<file path="config.mk">
export PLATFORM = sky130hd
export DESIGN_NAME = f3m_mult_serial
export DESIGN_NICKNAME = d
export VERILOG_FILES = /design/src/rtl/f3m_mult_pkg.sv /design/src/rtl/f3m_mult_step.sv /design/src/rtl/f3m_mult_serial.sv
export SDC_FILE = /design/constraint.sdc
export NUM_CORES = 2
export LEC_CHECK = 0
export ABC_AREA = 1
export ABC_CLOCK_PERIOD_IN_PS = 11100
export CAP_MARGIN = 20
export CELL_PAD_IN_SITES_DETAIL_PLACEMENT = 0
export CELL_PAD_IN_SITES_GLOBAL_PLACEMENT = 1
export CORE_MARGIN = 2
export CORE_UTILIZATION = 43
export CTS_CLUSTER_SIZE = 8
export DETAILED_ROUTE_END_ITERATION = 12
export GPL_TIMING_DRIVEN = 0
export MAX_ROUTING_LAYER = met4
export PLACE_DENSITY = 0.95
export SLEW_MARGIN = 25
export SYNTH_ARGS = -nofsm -noshare
export SYNTH_HDL_FRONTEND = slang
export SYNTH_SLANG_ARGS = --single-unit
export TNS_END_PERCENT = 1
</file>
<file path="constraint.sdc">
create_clock -name clk -period 11.1 [get_ports clk]
set_input_delay 2.775 -clock clk [delete_from_list [all_inputs] [get_ports clk]]
set_output_delay 2.775 -clock clk [all_outputs]
set_load 0.005 [all_outputs]
</file>
<file path="src/rtl/f3m_mult_pkg.sv">
// Shared constants, state type and GF(3) coefficient cells for the GF(3^97) serial multiplier.
// Build option: F3M_MULT_DIGIT2_EN selects the two-coefficients-per-cycle variant.
package f3m_mult_pkg;

  localparam int unsigned M               = 97;
  localparam int unsigned W               = 2 * M - 1;
  localparam int unsigned TAP             = 12;
  localparam int unsigned CNT_W           = 7;
  localparam int unsigned CNT_INIT_SERIAL = M - 1;
  localparam int unsigned CNT_INIT_DIGIT2 = (M + 1) / 2 - 1;

  localparam logic [1:0] GF3_ZERO = 2'b00;
  localparam logic [1:0] GF3_ONE  = 2'b01;
  localparam logic [1:0] GF3_TWO  = 2'b10;

  typedef enum logic {
    IDLE = 1'b0,
    RUN  = 1'b1
  } state_t;

  function automatic logic [1:0] gf3_add(input logic [1:0] x, input logic [1:0] y);
    logic [2:0] s;
    s = 3'(x) + 3'(y);
    return (s >= 3'd3) ? 2'(s - 3'd3) : 2'(s);
  endfunction

  // Negation swaps the codes for 1 and 2 and leaves 0 alone.
  function automatic logic [1:0] gf3_neg(input logic [1:0] x);
    return {x[0], x[1]};
  endfunction

  function automatic logic [1:0] gf3_sub(input logic [1:0] x, input logic [1:0] y);
    return gf3_add(x, gf3_neg(y));
  endfunction

  function automatic logic [1:0] gf3_mul(input logic [1:0] x, input logic [1:0] y);
    if (x == GF3_ZERO || y == GF3_ZERO) return GF3_ZERO;
    return (x == y) ? GF3_ONE : GF3_TWO;
  endfunction

endpackage

</file>
<file path="src/rtl/f3m_mult_step.sv">
// One Horner step: y_c = x*acc mod (x^97 + x^12 + 2) + d*a, coefficient-wise in GF(3).
module f3m_mult_step
  import f3m_mult_pkg::*;
(
  input  logic [W:0] acc,
  input  logic [1:0] d,
  input  logic [W:0] a,
  output logic [W:0] y_c
);

  logic [W+2:0] sh;
  logic [1:0]   top;

  assign sh  = {acc, 2'b00};
  assign top = sh[W+2:W+1];

  // x^97 folds back onto coefficients 0 and TAP.
  for (genvar i = 0; i < M; i++) begin : g_coef
    logic [1:0] xc;
    if (i == 0) begin : g_c0
      assign xc = gf3_sub(GF3_ZERO, gf3_mul(GF3_TWO, top));
    end else if (i == TAP) begin : g_tap
      assign xc = gf3_sub(sh[2*i+1:2*i], top);
    end else begin : g_mid
      assign xc = sh[2*i+1:2*i];
    end
    assign y_c[2*i+1:2*i] = gf3_add(xc, gf3_mul(d, a[2*i+1:2*i]));
  end

endmodule

</file>
<file path="src/rtl/f3m_mult_serial.sv">
// Coefficient-serial GF(3^97) multiplier, MSB-first Horner accumulation of C = A*B mod p.
// Build option: F3M_MULT_DIGIT2_EN consumes two coefficients of B per cycle.
module f3m_mult_serial
  import f3m_mult_pkg::*;
(
  input  logic       clk,
  input  logic       reset,
  input  logic       start,
  input  logic [W:0] a,
  input  logic [W:0] b,
  output logic [W:0] c,
  output logic       busy,
  output logic       done
);

  state_t             state_q, state_d;
  logic [W:0]         ra_q, ra_d;
  logic [W:0]         rb_q, rb_d;
  logic [W:0]         acc_q, acc_d;
  logic [CNT_W-1:0]   cnt_q, cnt_d;
  logic [W:0]         c_d;
  logic               busy_d, done_d;
  logic [W:0]         step_y;

`ifdef F3M_MULT_DIGIT2_EN
  localparam logic [CNT_W-1:0] CNT_INIT = CNT_W'(CNT_INIT_DIGIT2);

  logic [W+2:0] rb_ext;
  logic [1:0]   d_hi, d_lo;
  logic [W:0]   y_hi;

  // B is padded to 98 coefficients so pairs divide evenly.
  assign rb_ext = {2'b00, rb_q};
  assign d_hi   = rb_ext[{cnt_q, 2'b10} +: 2];
  assign d_lo   = rb_ext[{cnt_q, 2'b00} +: 2];

  f3m_mult_step u_step_hi (.acc(acc_q), .d(d_hi), .a(ra_q), .y_c(y_hi));
  f3m_mult_step u_step_lo (.acc(y_hi),  .d(d_lo), .a(ra_q), .y_c(step_y));
`else
  localparam logic [CNT_W-1:0] CNT_INIT = CNT_W'(CNT_INIT_SERIAL);

  logic [1:0] d_cur;

  assign d_cur = rb_q[{cnt_q, 1'b0} +: 2];

  f3m_mult_step u_step (.acc(acc_q), .d(d_cur), .a(ra_q), .y_c(step_y));
`endif

  always_ff @(posedge clk) begin
    if (reset) begin
      state_q <= IDLE;
      ra_q    <= '0;
      rb_q    <= '0;
      acc_q   <= '0;
      cnt_q   <= '0;
      c       <= '0;
      busy    <= 1'b0;
      done    <= 1'b0;
    end else begin
      state_q <= state_d;
      ra_q    <= ra_d;
      rb_q    <= rb_d;
      acc_q   <= acc_d;
      cnt_q   <= cnt_d;
      c       <= c_d;
      busy    <= busy_d;
      done    <= done_d;
    end
  end

  // Next-state and datapath control; done is a single-cycle pulse by default-clear.
  always_comb begin
    state_d = state_q;
    ra_d    = ra_q;
    rb_d    = rb_q;
    acc_d   = acc_q;
    cnt_d   = cnt_q;
    c_d     = c;
    busy_d  = busy;
    done_d  = 1'b0;
    unique case (state_q)
      IDLE: begin
        if (start) begin
          ra_d    = a;
          rb_d    = b;
          acc_d   = '0;
          cnt_d   = CNT_INIT;
          busy_d  = 1'b1;
          state_d = RUN;
        end
      end
      RUN: begin
        acc_d = step_y;
        if (cnt_q == '0) begin
          c_d     = step_y;
          done_d  = 1'b1;
          busy_d  = 1'b0;
          state_d = IDLE;
        end else begin
          cnt_d = cnt_q - CNT_W'(1);
        end
      end
      default: state_d = IDLE;
    endcase
  end

endmodule
</file>
==> results.toml <==
[outcome]
run_status = "finished, final reports clean"

[placed_design]
port_buffers = 585
dp_hpwl_mm = 118
globalplace.congestion = 0.932

[drt]
vias_per_cell = 5.35
drt_drc_violations_left = 0
totalWireLength_mm = 157
vias = 42400
first_pass_iters = 6
drtIter0Drc = 3823
post_drt_wl_per_cell_um = 19.9
ant_nets = 0

[die]
std_cell_rows = 113
initial_core_util_pct = 43.5
fp.dieH_um = 315
die_area_sq_um = 99000
boundaryPins = 587
core_sq_um = 95300
die_x_um = 315

[power_and_ir_drop]
ir_worst_vdd_uv = 117
p_sw_mw = 3.91
p_seq_share_pct = 32.3
p_sw_share_pct = 39.4
p_int_mw = 6.02
p_comb_share_pct = 37.5
power_density_nw_per_um2 = 191
p_leak_nw = 24.1
p_clk_share_pct = 30.2

[cts]
cts_buffer_depth = 3
numCtsBuffers = 108
cts_resized = 0
cts_hold_buf = 0
h-tree-depth = 3
clk_latency_ns = 0.70
cts.sinks = 786
cts_root_buf = "clkbuf_16"
cts_tree = "built"
path_clk_slew_ns = 0.05
post-cts-setup-buffers = 0

[timing]
finClkSkew_ns = 0.0389
period_needed_ns = 5.68
worst_slew_pin_slew_ns = 1.11
final_hold_viol_count = 0
rsz0062_at_grt = "no"
fmax_mhz = 176
setup_tns_ns = 0
setup_viol = 0
hold_slack_ns = 0.452
finalCritPeriodShare_pct = 51.2
finalMaxSlewViolations = 0
max-slew-margin-rel_pct = 26.2

[global_routing]
antenna_found_initial = 22
grt-ovfl-total = 0
grt_usage_pct = 31.8
grt_pass1_vias = 39600
grt_pass1_wl_mm = 232
grt_max_degree = 15

[worst_setup_path]
cp.arrival_ns = 6.29
worstRegToRegCells = 22
r2r_end = "c[193]$_SDFFE_PP0P_"
path_delay_family = "simple AND/OR/NAND/NOR gates"
crit_chain = "inv_2 > clkbuf_1 > nand3_1 > a21oi_1 > nor2_1 > nand2_1 > nand3_1 > nand3_2 > clkbuf_1 > nand3_1 > nand2_1 > nand2_1 > nor2_1 > ha_1 > inv_1 > fa_1 > inv_1 > ha_1 > nand3b_1 > o21ai_0 > nand2_1 > nand2_1"
crit_path_frequent_cell = "nand2_1"
worstSetupStartpointType = "flip-flop"
rr_startpoint = "cnt_q[1]$_SDFFE_PP0P_"
cp_max_fo = 11
rrSetupSlack_ns = 5.42
path_class = "reg -> reg"
worst_setup_path_end_kind = "flip-flop"
worst-path-buf-inv = 5
crit_slowest_cell = "clkbuf_1"
required_ns = 11.71
max_stage_delay_ns = 0.87

[synthesis]
syn_inst = 5929
syn_nets = 6616
synth.avg_cell_area_sq_um = 7.00
synth_cell_types = 31
ys_ff_latch = 786
yosysWarnings = 0
ys_seq_area_share_pct = 37.9
synth_area_sq_um = 41500

[hold_path]
min_to = "rb_q[1]$_SDFFE_PP0P_"
hp-class = "reg -> reg"
holdPathStages = 2
hold_start = "rb_q[1]$_SDFFE_PP0P_"

[finish]
nets = 7312
fin_util_pct = 54.4
layout-area-overhead-vs-synth_pct = 25.0
final_common_cell = "nand2_1"
layout_common_cells = "nand2_1, dfxtp_1, clkdlybuf4s50_1"
final_layout_size_suffix_gt1_share_pct = 3.39
nFillCells = 9338
multi_input_area_sq_um = 22300
regArea_sq_um = 15700

[run]
max_cap_violations = 0
[worst register-to-register path, stage by stage, from the launching register on]
cell,delay (ns)
dfxtp_1,0.33
inv_2,0.20
clkbuf_1,0.74
nand3_1,0.20
a21oi_1,0.18
nor2_1,0.06
nand2_1,0.07
nand3_1,0.12
nand3_2,0.35
clkbuf_1,0.87
nand3_1,0.16
nand2_1,0.13
nand2_1,0.07
nor2_1,0.11
ha_1,0.16
inv_1,0.04
fa_1,0.51
inv_1,0.07
ha_1,0.17
nand3b_1,0.20
o21ai_0,0.33
nand2_1,0.37
nand2_1,0.14
[cell families after synthesis]
group           Yosys count  synth area share, %
mux                       1               0.0241
simple gates           2672                 25.6
buf+inv                 858                 8.27
xor+xnor                 99                 2.09
fa+ha+maj               296                 10.7
compound gates         1217                 15.4
flops                   786                 37.9
[worst max path at each step]
| stage | cells past startpoint | endpoint | start |
|---|---|---|---|
| floorplan | 7 | ra_q[163]$_SDFFE_PP0P_ | start |
| global placement | 8 | ra_q[25]$_SDFFE_PP0P_ | start |
| detailed placement | 8 | ra_q[25]$_SDFFE_PP0P_ | start |
| CTS | 22 | c[193]$_SDFFE_PP0P_ | cnt_q[1]$_SDFFE_PP0P_ |
| global route | 22 | c[193]$_SDFFE_PP0P_ | cnt_q[1]$_SDFFE_PP0P_ |
| finish | 22 | c[193]$_SDFFE_PP0P_ | cnt_q[1]$_SDFFE_PP0P_ |
[flip-flops by register name (all words and copies together) (netlist names)]
signal and count:
state_q 1, c 194, rb_q 194, acc_q 194, ra_q 194, busy 1
cnt_q 7, done 1
[routing by layer]
| metal | global-route usage [%] | vias to the layer above | wire (um) |
|---|---|---|---|
| met5 | - | - | 0 |
| met4 | 17.3 | 0 | 9060 |
| met3 | 4.67 | 409 | 13300 |
| met2 | 48.1 | 1810 | 68800 |
| met1 | 40.9 | 19700 | 66200 |
| li1 | - | 20500 | - |
[area by class of cell]
type | instances | share of cell area (%)
repair buffers | 586 | 11.3
flip-flops and latches | 786 | 30.3
clock inverters | 3 | 0.106
inverters | 492 | 3.56
plain buffers | 366 | 3.07
multi-input cells | 4285 | 43.0
diodes | 16 | 0.0772
well taps | 1265 | 3.05
clock buffers | 116 | 5.41
[per-stage QoR]
stage | instances | total power [mW] | worst slack [ns] | area [sq um]
floorplan | 5929 | 5.58 | 7.19 | 41500
global placement | 7779 | 6.81 | 5.19 | 48900
detailed placement | 7780 | 6.89 | 5.19 | 49000
CTS | 7899 | 9.90 | 5.56 | 51800
global route | 7914 | 10.5 | 5.13 | 51900
finish | 7915 | 9.93 | 5.42 | 51900
[power groups by stage]
| stage | clock [mW] | combinational (mW) | sequential (mW) |
|---|---|---|---|
| after floorplan | 0 | 2.36 | 3.22 |
| after global placement | 0 | 3.56 | 3.25 |
| after detailed placement | 0 | 3.63 | 3.26 |
| after CTS | 3.03 | 3.67 | 3.20 |
| after global routing | 3.15 | 4.11 | 3.23 |
| final | 3.00 | 3.72 | 3.21 |
[cells in the mapped netlist]
cell | instances | share of area, %
ha_1 | 198 | 6.0
o21ai_0 | 544 | 6.6
nand2_1 | 1669 | 15
nand2_2 | 2 | 0.030
nand4_1 | 1 | 0.015
nand2_4 | 2 | 0.054
clkbuf_1 | 251 | 2.3
a21oi_1 | 577 | 7.0
dfxtp_1 | 786 | 38
buf_6 | 10 | 0.27
o211ai_1 | 11 | 0.20
inv_2 | 5 | 0.045
mux2i_1 | 1 | 0.024
o21ai_1 | 11 | 0.13
nand3_2 | 3 | 0.072
o22ai_1 | 2 | 0.030
a31oi_1 | 4 | 0.060
and3_1 | 1 | 0.015
a211o_1 | 67 | 1.4
xnor2_1 | 31 | 0.65
xor2_1 | 68 | 1.4
nor2_1 | 550 | 5.0
nor3_1 | 1 | 0.012
nand3b_1 | 1 | 0.018
a211oi_1 | 1 | 0.018
buf_1 | 24 | 0.22
buf_4 | 14 | 0.25
nand3_1 | 442 | 5.3
inv_1 | 487 | 4.4
fa_1 | 98 | 4.7
buf_2 | 67 | 0.81
(Power assumes the default switching activity.)
